==> src/rtl/hazard_pkg.sv <==
// Purpose : shared types and helpers for the forwarding/hazard unit.
// Contents: forwarding-select enum, per-stage shadow record, bubble constant,
//           producer-match and select helper functions.
package hazard_pkg;

  localparam int unsigned REG_ADDR_W = 5;

  typedef enum logic [1:0] {
    FWD_RF  = 2'b00,
    FWD_MEM = 2'b01,
    FWD_WB  = 2'b10
  } fwd_sel_t;

  typedef struct packed {
    logic                  valid;
    logic [REG_ADDR_W-1:0] rd;
    logic                  regwrite;
    logic                  memread;
  } stage_info_t;

  localparam stage_info_t BUBBLE = '{valid: 1'b0, rd: '0, regwrite: 1'b0, memread: 1'b0};

  // A stage produces register r; x0 never counts as a producer.
  function automatic logic match(stage_info_t s, logic [REG_ADDR_W-1:0] r);
    return s.valid && s.regwrite && (s.rd != '0) && (s.rd == r);
  endfunction

  // Operand select for one source; the EX stage is the newest producer and wins.
  function automatic fwd_sel_t pick_sel(logic issue, logic use_r,
                                        logic [REG_ADDR_W-1:0] r,
                                        stage_info_t ex_s, stage_info_t mem_s);
    if (!issue || !use_r) return FWD_RF;
    if (match(ex_s, r))   return FWD_MEM;
    if (match(mem_s, r))  return FWD_WB;
    return FWD_RF;
  endfunction

endpackage

==> src/rtl/fwd_hazard_unit_if.sv <==
// Purpose: ID-side bundle between the pipeline and the forwarding/hazard unit.
// Ports  : master = pipeline (drives ID fields and ex_flush),
//          slave  = hazard unit (drives stall, selects, ex_valid, counters,
//          and the WB shadow record for tracing).
interface fwd_hazard_unit_if import hazard_pkg::*; #(
  parameter int unsigned CNT_W = 16
);
  logic                  id_valid;
  logic [REG_ADDR_W-1:0] id_rs1;
  logic [REG_ADDR_W-1:0] id_rs2;
  logic                  id_use_rs1;
  logic                  id_use_rs2;
  logic [REG_ADDR_W-1:0] id_rd;
  logic                  id_regwrite;
  logic                  id_memread;
  logic                  ex_flush;
  logic                  stall;
  fwd_sel_t              fwd_a;
  fwd_sel_t              fwd_b;
  logic                  ex_valid;
  logic [CNT_W-1:0]      stall_cnt;
  logic [CNT_W-1:0]      flush_cnt;
  stage_info_t           wb_stage;

  modport master (
    output id_valid, id_rs1, id_rs2, id_use_rs1, id_use_rs2,
           id_rd, id_regwrite, id_memread, ex_flush,
    input  stall, fwd_a, fwd_b, ex_valid, stall_cnt, flush_cnt, wb_stage
  );

  modport slave (
    input  id_valid, id_rs1, id_rs2, id_use_rs1, id_use_rs2,
           id_rd, id_regwrite, id_memread, ex_flush,
    output stall, fwd_a, fwd_b, ex_valid, stall_cnt, flush_cnt, wb_stage
  );
endinterface

==> src/rtl/hazard_shadow_reg.sv <==
// Purpose: one shadow pipeline stage record.
// Ports  : clk, reset (async, active-high), load_i (capture d_i),
//          bubble_i (insert BUBBLE, overrides load), d_i, q_o (registered).
module hazard_shadow_reg import hazard_pkg::*; (
  input  logic        clk,
  input  logic        reset,
  input  logic        load_i,
  input  logic        bubble_i,
  input  stage_info_t d_i,
  output stage_info_t q_o
);

  always_ff @(posedge clk or posedge reset) begin
    if (reset) begin
      q_o <= BUBBLE;
    end else if (bubble_i) begin
      q_o <= BUBBLE;
    end else if (load_i) begin
      q_o <= d_i;
    end
  end

endmodule

==> src/rtl/fwd_hazard_unit.sv <==
// Purpose: operand forwarding selects, load-use stall and flush handling for
//          the 5-stage pipeline, with saturating stall/flush counters.
// Ports  : clk, reset (async, active-high), bus (slave side of
//          fwd_hazard_unit_if). stall is combinational; every other output
//          is registered.
module fwd_hazard_unit #(
  parameter int unsigned CNT_W = 16
) (
  input  logic              clk,
  input  logic              reset,
  fwd_hazard_unit_if.slave  bus
);
  import hazard_pkg::*;

  stage_info_t ex_q, mem_q, wb_q, id_info;
  logic        stall_c;
  logic        id_issue;
  fwd_sel_t    fwd_a_d, fwd_a_q, fwd_b_d, fwd_b_q;
  logic        ex_valid_q;
  logic [CNT_W-1:0] stall_cnt_d, stall_cnt_q, flush_cnt_d, flush_cnt_q;

  // Load in EX feeding an ID source; only ex_q is involved, so reset drops it at once.
  assign stall_c = bus.id_valid && !bus.ex_flush && ex_q.memread &&
                   ((bus.id_use_rs1 && match(ex_q, bus.id_rs1)) ||
                    (bus.id_use_rs2 && match(ex_q, bus.id_rs2)));

  assign id_issue = bus.id_valid && !stall_c && !bus.ex_flush;

  assign id_info = '{valid: 1'b1, rd: bus.id_rd,
                     regwrite: bus.id_regwrite, memread: bus.id_memread};

  // Shadow pipeline: EX takes ID or a bubble, MEM and WB just shift.
  hazard_shadow_reg u_ex (
    .clk(clk), .reset(reset), .load_i(1'b1), .bubble_i(!id_issue),
    .d_i(id_info), .q_o(ex_q)
  );
  hazard_shadow_reg u_mem (
    .clk(clk), .reset(reset), .load_i(1'b1), .bubble_i(1'b0),
    .d_i(ex_q), .q_o(mem_q)
  );
  hazard_shadow_reg u_wb (
    .clk(clk), .reset(reset), .load_i(1'b1), .bubble_i(1'b0),
    .d_i(mem_q), .q_o(wb_q)
  );

  // Next selects and saturating counters.
  always_comb begin
    fwd_a_d     = pick_sel(id_issue, bus.id_use_rs1, bus.id_rs1, ex_q, mem_q);
    fwd_b_d     = pick_sel(id_issue, bus.id_use_rs2, bus.id_rs2, ex_q, mem_q);
    stall_cnt_d = stall_cnt_q;
    flush_cnt_d = flush_cnt_q;
    if (stall_c && (stall_cnt_q != '1)) begin
      stall_cnt_d = stall_cnt_q + CNT_W'(1);
    end
    if (bus.ex_flush && (flush_cnt_q != '1)) begin
      flush_cnt_d = flush_cnt_q + CNT_W'(1);
    end
  end

  always_ff @(posedge clk or posedge reset) begin
    if (reset) begin
      fwd_a_q     <= FWD_RF;
      fwd_b_q     <= FWD_RF;
      ex_valid_q  <= 1'b0;
      stall_cnt_q <= '0;
      flush_cnt_q <= '0;
    end else begin
      fwd_a_q     <= fwd_a_d;
      fwd_b_q     <= fwd_b_d;
      ex_valid_q  <= id_issue;
      stall_cnt_q <= stall_cnt_d;
      flush_cnt_q <= flush_cnt_d;
    end
  end

  assign bus.stall     = stall_c;
  assign bus.fwd_a     = fwd_a_q;
  assign bus.fwd_b     = fwd_b_q;
  assign bus.ex_valid  = ex_valid_q;
  assign bus.stall_cnt = stall_cnt_q;
  assign bus.flush_cnt = flush_cnt_q;
  assign bus.wb_stage  = wb_q;

endmodule

==> src/flat_wrapper.sv <==
// flat-port wrapper written by rule: the top's interface ports become plain ports
module fwd_hazard_unit_flat import hazard_pkg::*;
#(
  parameter int unsigned CNT_W = 16
)
  (clk, reset, bus_id_valid, bus_id_rs1, bus_id_rs2, bus_id_use_rs1, bus_id_use_rs2, bus_id_rd, bus_id_regwrite, bus_id_memread, bus_ex_flush, bus_stall, bus_fwd_a, bus_fwd_b, bus_ex_valid, bus_stall_cnt, bus_flush_cnt, bus_wb_stage);
  fwd_hazard_unit_if #(.CNT_W(CNT_W)) bus_i ();
  input  logic clk;
  input  logic reset;
  input wire logic [$bits(bus_i.id_valid)-1:0] bus_id_valid;
  input wire logic [$bits(bus_i.id_rs1)-1:0] bus_id_rs1;
  input wire logic [$bits(bus_i.id_rs2)-1:0] bus_id_rs2;
  input wire logic [$bits(bus_i.id_use_rs1)-1:0] bus_id_use_rs1;
  input wire logic [$bits(bus_i.id_use_rs2)-1:0] bus_id_use_rs2;
  input wire logic [$bits(bus_i.id_rd)-1:0] bus_id_rd;
  input wire logic [$bits(bus_i.id_regwrite)-1:0] bus_id_regwrite;
  input wire logic [$bits(bus_i.id_memread)-1:0] bus_id_memread;
  input wire logic [$bits(bus_i.ex_flush)-1:0] bus_ex_flush;
  output wire logic [$bits(bus_i.stall)-1:0] bus_stall;
  output wire logic [$bits(bus_i.fwd_a)-1:0] bus_fwd_a;
  output wire logic [$bits(bus_i.fwd_b)-1:0] bus_fwd_b;
  output wire logic [$bits(bus_i.ex_valid)-1:0] bus_ex_valid;
  output wire logic [$bits(bus_i.stall_cnt)-1:0] bus_stall_cnt;
  output wire logic [$bits(bus_i.flush_cnt)-1:0] bus_flush_cnt;
  output wire logic [$bits(bus_i.wb_stage)-1:0] bus_wb_stage;
  assign bus_i.id_valid = bus_id_valid;
  assign bus_i.id_rs1 = bus_id_rs1;
  assign bus_i.id_rs2 = bus_id_rs2;
  assign bus_i.id_use_rs1 = bus_id_use_rs1;
  assign bus_i.id_use_rs2 = bus_id_use_rs2;
  assign bus_i.id_rd = bus_id_rd;
  assign bus_i.id_regwrite = bus_id_regwrite;
  assign bus_i.id_memread = bus_id_memread;
  assign bus_i.ex_flush = bus_ex_flush;
  assign bus_stall = bus_i.stall;
  assign bus_fwd_a = bus_i.fwd_a;
  assign bus_fwd_b = bus_i.fwd_b;
  assign bus_ex_valid = bus_i.ex_valid;
  assign bus_stall_cnt = bus_i.stall_cnt;
  assign bus_flush_cnt = bus_i.flush_cnt;
  assign bus_wb_stage = bus_i.wb_stage;
  fwd_hazard_unit #(.CNT_W(CNT_W)) u_core (.clk(clk), .reset(reset), .bus(bus_i));
endmodule
==> config.mk <==
export PLATFORM = sky130hd
export DESIGN_NAME = fwd_hazard_unit_flat
export DESIGN_NICKNAME = d
export VERILOG_FILES = /design/src/rtl/hazard_pkg.sv /design/src/rtl/fwd_hazard_unit_if.sv /design/src/rtl/hazard_shadow_reg.sv /design/src/rtl/fwd_hazard_unit.sv /design/src/flat_wrapper.sv
export SDC_FILE = /design/constraint.sdc
export NUM_CORES = 1
export LEC_CHECK = 0
export CORE_ASPECT_RATIO = 0.6
export CORE_UTILIZATION = 52
export CTS_CLUSTER_DIAMETER = 80
export DETAILED_ROUTE_END_ITERATION = 12
export GPL_TIMING_DRIVEN = 0
export HOLD_SLACK_MARGIN = 0.05
export PLACE_DENSITY = 0.85
export SLEW_MARGIN = 15
export SYNTH_ARGS = -nofsm -noshare
export SYNTH_HDL_FRONTEND = slang
export SYNTH_SLANG_ARGS = --single-unit
==> constraint.sdc <==
create_clock -name clk -period 3.2 [get_ports clk]
set_input_delay 0.64 -clock clk [delete_from_list [all_inputs] [get_ports clk]]
set_output_delay 0.64 -clock clk [all_outputs]
set_load 0.02 [all_outputs]
==> results_dict.tcl <==
set metrics [dict create \
    floorplan.rows 19 \
    initial_antenna_violation_count 0 \
    synthMostInstantiatedCell "dfrtp_1" \
    synth.cell_area_um2 2597 \
    placement.cell_area_um2 3359 \
    vdd_ir_drop_max_mv 0.3177 \
    filler_cell_count_in_the_final_layout 322 \
    wire_length_per_cell_after_detailed_routing_um 15.32 \
    worst_min_path_start "u_core.u_mem.q_o[0]" \
    leakagePower_uw 0.001541 \
    clock.fmax_mhz 328.8 \
    finalCritPeriodShare 0.9505 \
    layout.core_utilization 0.7638 \
    gr-total-overflow 0 \
    clock_tree.buffer_depth 2 \
    rr_startpoint "u_core.u_ex.q_o[4]" \
    yosys_register_bits 60 \
    antenna_violating_nets_post_route 0 \
    synth_area_leader_cell "dfrtp_1" \
    syn_nets 244 \
    routabilityCongestion 0.9550 \
    drt_first_iter_violations 118 \
    yosys.cell_types.count 34 \
    global_route_usage_sum 0.2426 \
    die-height_um 56.75 \
    worst-r2r-cell-count 7 \
    min_to "u_core.u_wb.q_o[0]" \
    cts_tree "built" \
    period_minus_slack_ns 3.042 \
    cap_violations 0 \
    timing.hold.worst_path_depth 0 \
    layout.area.seq_um2 1501 \
    r2r_setup_slack_ns 0.78 \
    run_status "finished, final reports clean" \
    timing.critical_path.fanout_max 6 \
    critPathLaunchType "primary input" \
    cts-buffers-inserted 9 \
    min_path_type "flip-flop to flip-flop" \
    clk_pin_slew_ns 0.07 \
    post_synth.cell_area_avg_um2 11.86 \
    fin_hold_ws_ns 0.3729 \
    crit_type "primary input to output pin" \
    synth_flop_cell "dfrtp_1" \
    antenna_cells_inserted 0 \
    worstReg2RegEnd "u_core.bus.stall_cnt[1]" \
    synth-async-reset-ratio 1.000 \
    drcViolationCount 0 \
    drtPass1Iterations 4 \
    synth_edf_count 0 \
    die_width_um 93.25 \
    critical_path.endpoint_type "output pin" \
    drt_wl_total_mm 5.622 \
    remaining_max_slew_budget_at_the_tightest_pin 0.5301 \
    ys_top_cells_by_area "dfrtp_1 58%, xnor2_1 11%, xor2_1 5.4%, nand3_1 4.2%, nand4_1 2.9%" \
    clkLatencyLatePin_ns 0.33 \
    portbufs 68 \
    clock-skew-final_ns 0.008974 \
    power_density_nw_per_um2 522.1 \
    layout-drive-gt1-share 0.08882 \
    fp.dieArea_um2 5291 \
    timing_max_transition_violations_final 0 \
    multi_input_comb_area_um2 1091 \
    layout-area-overhead-vs-synth_pct 37.72 \
    number_of_setup_violations_in_the_final_report 0 \
    worstPathArrival_ns 2.40 \
    nNetsFinal 324 \
    grt_max_degree 61 \
    yosys_warnings 0 \
    hpwlAfterDp_mm 4.128 \
    boundaryPins 69 \
    synth_seq_area_share 0.5780 \
    post-route-cell-area_um2 3577 \
    ctsHtreeMaxLevel 3 \
    synth_cells 219 \
    detail_route.vias_per_cell 5.351 \
    sink_count_of_the_clock_tree 60 \
    grt_pass1_vias 1891 \
    worst-slew-pin-transition_ns 0.7049 \
    floorplan.initialDensity 0.5546 \
    rsz0062_at_grt "false" \
    synthDominantCellAreaShare 0.5780 \
    worst-endpoint-required_ns 2.56 \
    vias 1964 \
    cts.root.buffer_cell "clkbuf_8" \
    synthTopCellsByCount "60 x dfrtp_1, 32 x xnor2_1, 22 x nand3_1, 16 x xor2_1, 12 x nand4_1" \
    placeableCoreArea_um2 4683 \
    global_route_wire_length_before_repair_mm 9.266 \
    hold_viol 0 \
]
stage by stage:
step / TNS, ns / power, µW / setup slack (ns) / cells
2_1_floorplan: 0 / 1052 / 0.7717 / 219
3_3_place_gp: -0.5847 / 1209 / -0.5847 / 350
3_5_place_dp: -0.5915 / 1221 / -0.5915 / 350
4_1_cts: 0 / 1887 / 0.02465 / 367
5_1_grt: 0 / 1962 / 0.05857 / 367
6_report: 0 / 1868 / 0.1583 / 367
sequential cells by signal (all words and copies together), names as in the netlist:
register / count
u_core.bus.flush_cnt: 16
u_core.bus.stall_cnt: 16
u_core.u_mem.q_o: 8
u_core.u_wb.q_o: 8
u_core.u_ex.q_o: 7
u_core.bus.fwd_a: 2
u_core.bus.fwd_b: 2
u_core.bus.ex_valid: 1
how the worst max path moves through the flow:
stage / to / depth (start not counted) / startpoint / slack [ns]
after floorplan: bus_stall / 5 / bus_id_rs2[1] / 0.77
after global placement: bus_stall / 7 / bus_id_rs2[1] / -0.58
after detailed placement: bus_stall / 7 / bus_id_rs2[1] / -0.59
after CTS: bus_stall / 7 / bus_id_rs2[4] / 0.02
after global routing: bus_stall / 7 / bus_id_rs2[4] / 0.06
final: bus_stall / 7 / bus_id_rs2[4] / 0.16
cells by family (layout without fill, tap and decap cells):
kind of cell | after synthesis | after routing | share of synthesized area
AND/OR/NAND/NOR | 89 | 89 | 0.1951
flip-flops | 60 | 60 | 0.5780
buffers and inverters | 5 | 90 | 0.01011
XOR/XNOR | 48 | 48 | 0.1618
adder cells (fa/ha/maj) | 2 | 2 | 0.009632
multiplexers | 2 | 2 | 0.008670
AO/OA/AOI/OAI | 13 | 13 | 0.03661
routing by layer:
metal,global-route usage,up-vias,routed length (µm)
met5,0,-,0
met4,0.06374,0,42
met3,0.1016,9,408
met2,0.3340,81,2505
met1,0.3523,944,2665
li1,-,930,-
worst max-delay path, stage by stage:
cell	delay [ns]
clkdlybuf4s50_1	0.51
xnor2_1	0.15
nand4_1	0.18
nor4_4	0.36
nand2b_4	0.22
and2_1	0.16
clkbuf_2	0.17
report_power, final:
| group | leakage (µW) | switching [µW] | internal [µW] | total (µW) |
|---|---|---|---|---|
| clock network | 0.000100 | 276 | 380 | 656 |
| logic | 0.000630 | 162 | 167 | 329 |
| registers | 0.000810 | 66.8 | 816 | 882 |
| total | 0.00154 | 505 | 1360 | 1870 |
area by class of cell:
class / count / share of cell area
tap: 63 / 0.02204
buffer: 1 / 0.003148
clock inverter: 4 / 0.01364
inverter: 4 / 0.004897
timing repair buffer: 69 / 0.1910
sequential: 60 / 0.4197
multi-input combinational: 154 / 0.3050
clock buffer: 12 / 0.04057
timing repair:
action | 4_1_cts | 5_1_grt
endpoints found under the hold margin | 0 | 0
buffers inserted | 1 | 0
hold buffers | 0 | 0
pin swaps | 1 | 0
resized for setup | 5 | 1
setup endpoints to repair | 1 | 1
cell usage in the layout, fill, tap and decap left out, types with 2 or more instances in the layout:
cell / instances
mux2_2: 2
dfrtp_1: 60
inv_1: 3
nor2_1: 11
a21oi_1: 2
clkdlybuf4s50_1: 67
nand3_1: 22
nor3b_1: 5
o41ai_1: 2
nor3_1: 3
clkinv_2: 2
clkbuf_1: 2
ha_1: 2
clkbuf_8: 10
and2_1: 9
xor2_1: 16
nor4_1: 2
nand4_1: 12
xnor2_1: 32
a31oi_1: 2
and3_1: 8
nand2_1: 7
(Power assumes the default switching activity.)
